**config.mk**
```make
export PLATFORM = sky130hd
export DESIGN_NAME = ram_2x4_arb_flat
export DESIGN_NICKNAME = d
export VERILOG_FILES = /design/src/rtl/ram_2x4_arb_pkg.sv /design/src/rtl/ram_2x4_arb_if.sv /design/src/rtl/ram_2x4.sv /design/src/rtl/ram_2x4_arb.sv /design/src/flat_wrapper.sv
export SDC_FILE = /design/constraint.sdc
export NUM_CORES = 1
export LEC_CHECK = 0
export CORE_MARGIN = 3
export CORE_UTILIZATION = 51
export DETAILED_ROUTE_END_ITERATION = 8
export PLACE_DENSITY_LB_ADDON = 0.3
export SETUP_SLACK_MARGIN = 0.3
export SYNTH_ARGS = -nofsm -noshare
export SYNTH_HDL_FRONTEND = slang
export SYNTH_SLANG_ARGS = --single-unit
```
**constraint.sdc**
```tcl
create_clock -name clk -period 3.98 [get_ports clk]
set_clock_uncertainty 0.1 [all_clocks]
set_input_delay 0.995 -clock clk [delete_from_list [all_inputs] [get_ports clk]]
set_output_delay 0.995 -clock clk [all_outputs]
set_load 0.01 [all_outputs]
```
**src/rtl/ram_2x4_arb_pkg.sv**
```systemverilog
// Shared definitions for the ram_2x4 arbiter slice.
//   DATA_W  : memory word width
//   state_t : sequencer states (encoding 2'd3 is unused and recovers to IDLE)
package ram_arb_pkg;

  localparam int unsigned DATA_W = 4;

  typedef enum logic [1:0] {
    ST_IDLE   = 2'd0,
    ST_ACCESS = 2'd1,
    ST_RESP   = 2'd2
  } state_t;

endpackage

```
**src/rtl/ram_2x4_arb_if.sv**
```systemverilog
// Requester-side bus of the ram_2x4 arbiter.
//   req0/req1     : level requests, held until the matching ack
//   rw0/rw1       : 1 = write, 0 = read
//   addr0/addr1   : word address
//   wdata0/wdata1 : write data
//   ack0/ack1     : one-cycle completion pulses
//   rdata         : read data, valid in the ack cycle of a read
//   busy          : sequencer not idle
// master = requesters, slave = arbiter.
interface ram_2x4_arb_if;
  import ram_arb_pkg::*;

  logic              req0, req1;
  logic              rw0, rw1;
  logic              addr0, addr1;
  logic [DATA_W-1:0] wdata0, wdata1;
  logic              ack0, ack1;
  logic [DATA_W-1:0] rdata;
  logic              busy;

  modport master (
    output req0, req1, rw0, rw1, addr0, addr1, wdata0, wdata1,
    input  ack0, ack1, rdata, busy
  );

  modport slave (
    input  req0, req1, rw0, rw1, addr0, addr1, wdata0, wdata1,
    output ack0, ack1, rdata, busy
  );

endinterface

```
**src/rtl/ram_2x4.sv**
```systemverilog
// 2-word x 4-bit memory.
//   clk      : clock
//   clr      : synchronous active-high clear of both words
//   we       : write enable, word committed on the rising edge
//   addr     : word address
//   data_in  : write data
//   data_out : asynchronous read of the addressed word
module ram_2x4
  import ram_arb_pkg::*;
(
  input  logic              clk,
  input  logic              clr,
  input  logic              we,
  input  logic              addr,
  input  logic [DATA_W-1:0] data_in,
  output logic [DATA_W-1:0] data_out
);

  logic [DATA_W-1:0] mem [2];

  always_ff @(posedge clk) begin
    if (clr) begin
      mem[0] <= '0;
      mem[1] <= '0;
    end else if (we) begin
      mem[addr] <= data_in;
    end
  end

  assign data_out = mem[addr];

endmodule

```
**src/rtl/ram_2x4_arb.sv**
```systemverilog
// Round-robin arbiter and access sequencer for one ram_2x4 instance.
//   clk : clock
//   clr : synchronous active-high reset, also clears the memory
//   bus : requester bus (slave side), see ram_2x4_arb_if
// Sequence per transaction: IDLE (arbitrate + latch) -> ACCESS (memory
// cycle) -> RESP (ack to winner) -> IDLE.
module ram_2x4_arb
  import ram_arb_pkg::*;
(
  input  logic          clk,
  input  logic          clr,
  ram_2x4_arb_if.slave  bus
);

  state_t            state, state_nx;
  logic              prio, sel;
  logic              cmd_rw, cmd_addr;
  logic [DATA_W-1:0] cmd_wdata;
  logic [DATA_W-1:0] rdata_q, mem_dout;
  logic              grant1, any_req;
  logic              mem_we;
  logic              busy_q, ack0_q, ack1_q;
  logic              busy_nx, ack0_nx, ack1_nx;

  // Requester 1 wins when alone, or under contention when prio favours it.
  assign any_req = bus.req0 | bus.req1;
  assign grant1  = bus.req1 & (~bus.req0 | prio);

  // State register; busy/ack are registered from the next-state decode so
  // they line up with the state they describe.
  always_ff @(posedge clk) begin
    if (clr) begin
      state  <= ST_IDLE;
      busy_q <= 1'b0;
      ack0_q <= 1'b0;
      ack1_q <= 1'b0;
    end else begin
      state  <= state_nx;
      busy_q <= busy_nx;
      ack0_q <= ack0_nx;
      ack1_q <= ack1_nx;
    end
  end

  always_comb begin
    state_nx = ST_IDLE;
    case (state)
      ST_IDLE:   state_nx = any_req ? ST_ACCESS : ST_IDLE;
      ST_ACCESS: state_nx = ST_RESP;
      ST_RESP:   state_nx = ST_IDLE;
      default:   state_nx = ST_IDLE;
    endcase
  end

  always_comb begin
    mem_we  = (state == ST_ACCESS) && cmd_rw;
    busy_nx = (state_nx != ST_IDLE);
    ack0_nx = (state_nx == ST_RESP) && !sel;
    ack1_nx = (state_nx == ST_RESP) && sel;
  end

  // Command latch, round-robin pointer and read-data capture.
  always_ff @(posedge clk) begin
    if (clr) begin
      prio      <= 1'b0;
      sel       <= 1'b0;
      cmd_rw    <= 1'b0;
      cmd_addr  <= 1'b0;
      cmd_wdata <= '0;
      rdata_q   <= '0;
    end else begin
      if (state == ST_IDLE && any_req) begin
        sel       <= grant1;
        prio      <= ~grant1;
        cmd_rw    <= grant1 ? bus.rw1    : bus.rw0;
        cmd_addr  <= grant1 ? bus.addr1  : bus.addr0;
        cmd_wdata <= grant1 ? bus.wdata1 : bus.wdata0;
      end
      if (state == ST_ACCESS && !cmd_rw) begin
        rdata_q <= mem_dout;
      end
    end
  end

  ram_2x4 u_ram (
    .clk      (clk),
    .clr      (clr),
    .we       (mem_we),
    .addr     (cmd_addr),
    .data_in  (cmd_wdata),
    .data_out (mem_dout)
  );

  assign bus.ack0  = ack0_q;
  assign bus.ack1  = ack1_q;
  assign bus.busy  = busy_q;
  assign bus.rdata = rdata_q;

endmodule

```
**src/flat_wrapper.sv**
```systemverilog
// flat-port wrapper written by rule: the top's interface ports become plain ports
module ram_2x4_arb_flat import ram_arb_pkg::*;
  (clk, clr, bus_req0, bus_req1, bus_rw0, bus_rw1, bus_addr0, bus_addr1, bus_wdata0, bus_wdata1, bus_ack0, bus_ack1, bus_rdata, bus_busy);
  ram_2x4_arb_if bus_i ();
  input  logic clk;
  input  logic clr;
  input wire logic [$bits(bus_i.req0)-1:0] bus_req0;
  input wire logic [$bits(bus_i.req1)-1:0] bus_req1;
  input wire logic [$bits(bus_i.rw0)-1:0] bus_rw0;
  input wire logic [$bits(bus_i.rw1)-1:0] bus_rw1;
  input wire logic [$bits(bus_i.addr0)-1:0] bus_addr0;
  input wire logic [$bits(bus_i.addr1)-1:0] bus_addr1;
  input wire logic [$bits(bus_i.wdata0)-1:0] bus_wdata0;
  input wire logic [$bits(bus_i.wdata1)-1:0] bus_wdata1;
  output wire logic [$bits(bus_i.ack0)-1:0] bus_ack0;
  output wire logic [$bits(bus_i.ack1)-1:0] bus_ack1;
  output wire logic [$bits(bus_i.rdata)-1:0] bus_rdata;
  output wire logic [$bits(bus_i.busy)-1:0] bus_busy;
  assign bus_i.req0 = bus_req0;
  assign bus_i.req1 = bus_req1;
  assign bus_i.rw0 = bus_rw0;
  assign bus_i.rw1 = bus_rw1;
  assign bus_i.addr0 = bus_addr0;
  assign bus_i.addr1 = bus_addr1;
  assign bus_i.wdata0 = bus_wdata0;
  assign bus_i.wdata1 = bus_wdata1;
  assign bus_ack0 = bus_i.ack0;
  assign bus_ack1 = bus_i.ack1;
  assign bus_rdata = bus_i.rdata;
  assign bus_busy = bus_i.busy;
  ram_2x4_arb u_core (.clk(clk), .clr(clr), .bus(bus_i));
endmodule
```
==> results.cfg <==
[worst_setup_path]
critPathMaxFanout = 16
critical_path.startpoint_type = input port
r2r-end = u_core.u_ram.mem[0][0]
critPathKind = in -> reg
cp.arrival_ns = 2.69
rr_worst_depth = 3
endpoint_kind = flop
required_ns = 3.91
timing.rr.start = u_core.state[0]
reg2reg_setup_slack_ns = 2.25

[synth]
ys_warn_count = 0
syn-num-nets = 110
netlist.area_leader.share_pct = 33.5
synth_top_area_cell = dfxtp_1
synthCells = 94
synthTopCellsByArea = dfxtp_1 (33%), edfxtp_1 (24%), nand3_1 (5.9%)
synth_cell_type_count = 24
syn-mean-instance-area_um2 = 10.8
ys_seq_area_share_pct = 57.1
syn-cell-area_um2 = 1020
synth-seq-cells = 25

[pwr]
power.leakage_nw = 0.459
power_density_nw_per_um2 = 371
ir_drop_v = 0.000208
netSwitchingPower_mw = 0.114
netSwitchingFraction_pct = 24.1
finalPower_mw = 0.474
comb_power_share_pct = 15.7
p_int_mw = 0.360
power_frac_clock_pct = 22.4
seq_power_share_pct = 61.9

[min_path]
holdPathStages = 1
hold_class = reg -> reg
min_from = u_core.sel
hold_end = u_core.bus.ack0

[cells_and_area]
multi_input_area_um2 = 415
fillers = 148
drive_above_1_share_pct = 12.8
final_nets = 134
area_growth_syn_to_layout_pct = 25.9
antennaDiodeCount = 0
regArea_um2 = 581
final_core_util_pct = 71.0

[sta]
max_freq_ghz = 0.362
grt_setup_unrepaired = false
slew_viol_final = 0
fin_setup_tns_ns = 0
timing.final.crit_share_pct = 69.3
layout_min_cycle_time_ns = 2.76
worst_pin_slew_ns = 0.570
hold_viol_final = 0
setup_viol = 0
slew_headroom_pct = 61.9

[outcome]
status = complete, no violations

[place]
port_buffers = 22
post-dp-hpwl_um = 1400
gp_congestion = 0.757

[routing]
vias = 751
antenna_left = 0
dr.first_iter.drc_count = 14
wirelength_um = 1770
drc = 0
first_pass_iters = 6
avgRoutedWirePerCell_um = 12.4
viasPerCell = 5.29

[cts]
cts_tree = yes
cts_setup_buffers = 0
cts-root-buf = clkbuf_4
cts_buffer_depth = 2
insertion_delay_ns = 0.31
ctsResizeCount = 0
postCtsHoldBufs = 0
cts_buffers = 3
clk_pin_slew_ns = 0.12
htreeDepth = 1
clkSinkCount = 25

[global_route]
overflow = 0
antenna_found_initial = 0
globalRouteTotalUtil_pct = 15.6
grt_max_degree = 17
grt_pass1_vias = 712
grt_pass1_wl_um = 2990

[floorplanning]
rows = 15
die_y_um = 50.6
fp.coreArea_um2 = 1800
initial_core_util_pct = 56.4
die_w_um = 50.6
die-area_um2 = 2560
ios = 23

[flow_run]
maxCapViolCount = 0
==> area by class of cell <==
class                   count  area share [%]
well taps                  25            2.45
multi-input cells          65            32.5
clock inverters             1           0.391
clock buffers               3            1.76
repair buffers             22            17.2
inverters                   1           0.294
flip-flops and latches     25            45.4
==> power by group through the flow <==
stage / combinational (mW) / clock, mW / sequential [mW]
3_5_place_dp: 0.0748 / 0 / 0.299
5_1_grt: 0.0818 / 0.120 / 0.296
6_report: 0.0745 / 0.106 / 0.293
4_1_cts: 0.0751 / 0.110 / 0.294
2_1_floorplan: 0.0419 / 0 / 0.297
3_3_place_gp: 0.0732 / 0 / 0.299
==> metal layers <==
metal / part of all wire (%) / track usage, % / up-vias / wire length [um]
met1: 43 / 17.4 / 332 / 760
met2: 50 / 27.8 / 26 / 880
li1: - / - / 391 / -
met3: 6.1 / 2.97 / 2 / 108
met5: 0 / 0 / - / 0
met4: 0.79 / 8.07 / 0 / 14
==> worst max-delay path: stages <==
cell             delay (ns)
clkdlybuf4s50_1        0.69
or3b_4                 0.53
nor3b_2                0.26
or2_2                  0.21
==> cell usage after synthesis, drive strengths merged <==
master	n
nor2	7
nand2	2
edfxtp	8
mux2i	4
nor3b	4
a21oi	1
or3b	1
nand3	12
o22ai	1
o21ai	6
dfxtp	17
nand2b	2
a211oi	4
and2	9
or2	4
and3	1
inv	1
buf	1
clkbuf	2
a31oi	6
nor3	1
==> layout by cell type, fill, tap and decap left out, types with 2 or more instances in the layout <==
cell,netlist,final
a31oi_1,6,6
o21ai_0,6,6
dfxtp_1,17,17
edfxtp_1,8,8
nor2_1,7,7
nand2b_1,2,2
clkdlybuf4s50_1,0,22
or2_2,3,3
nand3_1,12,12
clkbuf_4,0,3
mux2i_1,4,4
nand2_1,2,2
and2_1,8,8
nor3b_2,4,4
a211oi_1,4,4
==> state kept, by name, summed over array words and instances, names as in the netlist, 2 cells and up <==
register / count
u_core.u_ram.mem: 8
u_core.cmd_wdata: 4
u_core.state: 2
u_core.bus.rdata: 4
==> kinds of logic after synthesis <==
kind of cell	count (synthesis)	synth area share [%]
AND/OR/NAND/NOR	43	26.2
AO/OA/AOI/OAI	18	10.7
multiplexers	4	3.94
buffers and inverters	4	1.97
flip-flops	25	57.1
==> through the flow <==
step	area, um2	setup slack (ns)	cells	hold WS [ns]
5_1_grt	1280	1.13	142	0.386
6_report	1280	1.22	142	0.353
4_1_cts	1280	1.23	142	0.353
2_1_floorplan	1020	1.82	94	0.305
3_3_place_gp	1250	0.984	138	0.340
3_5_place_dp	1250	0.913	138	0.339
==> worst max-delay path by stage <==
stage                     from                endpoint
after floorplan            clr  u_core.u_ram.mem[0][0]
after global placement     clr  u_core.u_ram.mem[0][3]
after detailed placement   clr  u_core.u_ram.mem[0][0]
after CTS                  clr  u_core.u_ram.mem[0][0]
after global routing       clr  u_core.u_ram.mem[0][0]
final                      clr  u_core.u_ram.mem[0][0]
No activity file was read; power rests on OpenSTA's default activity.
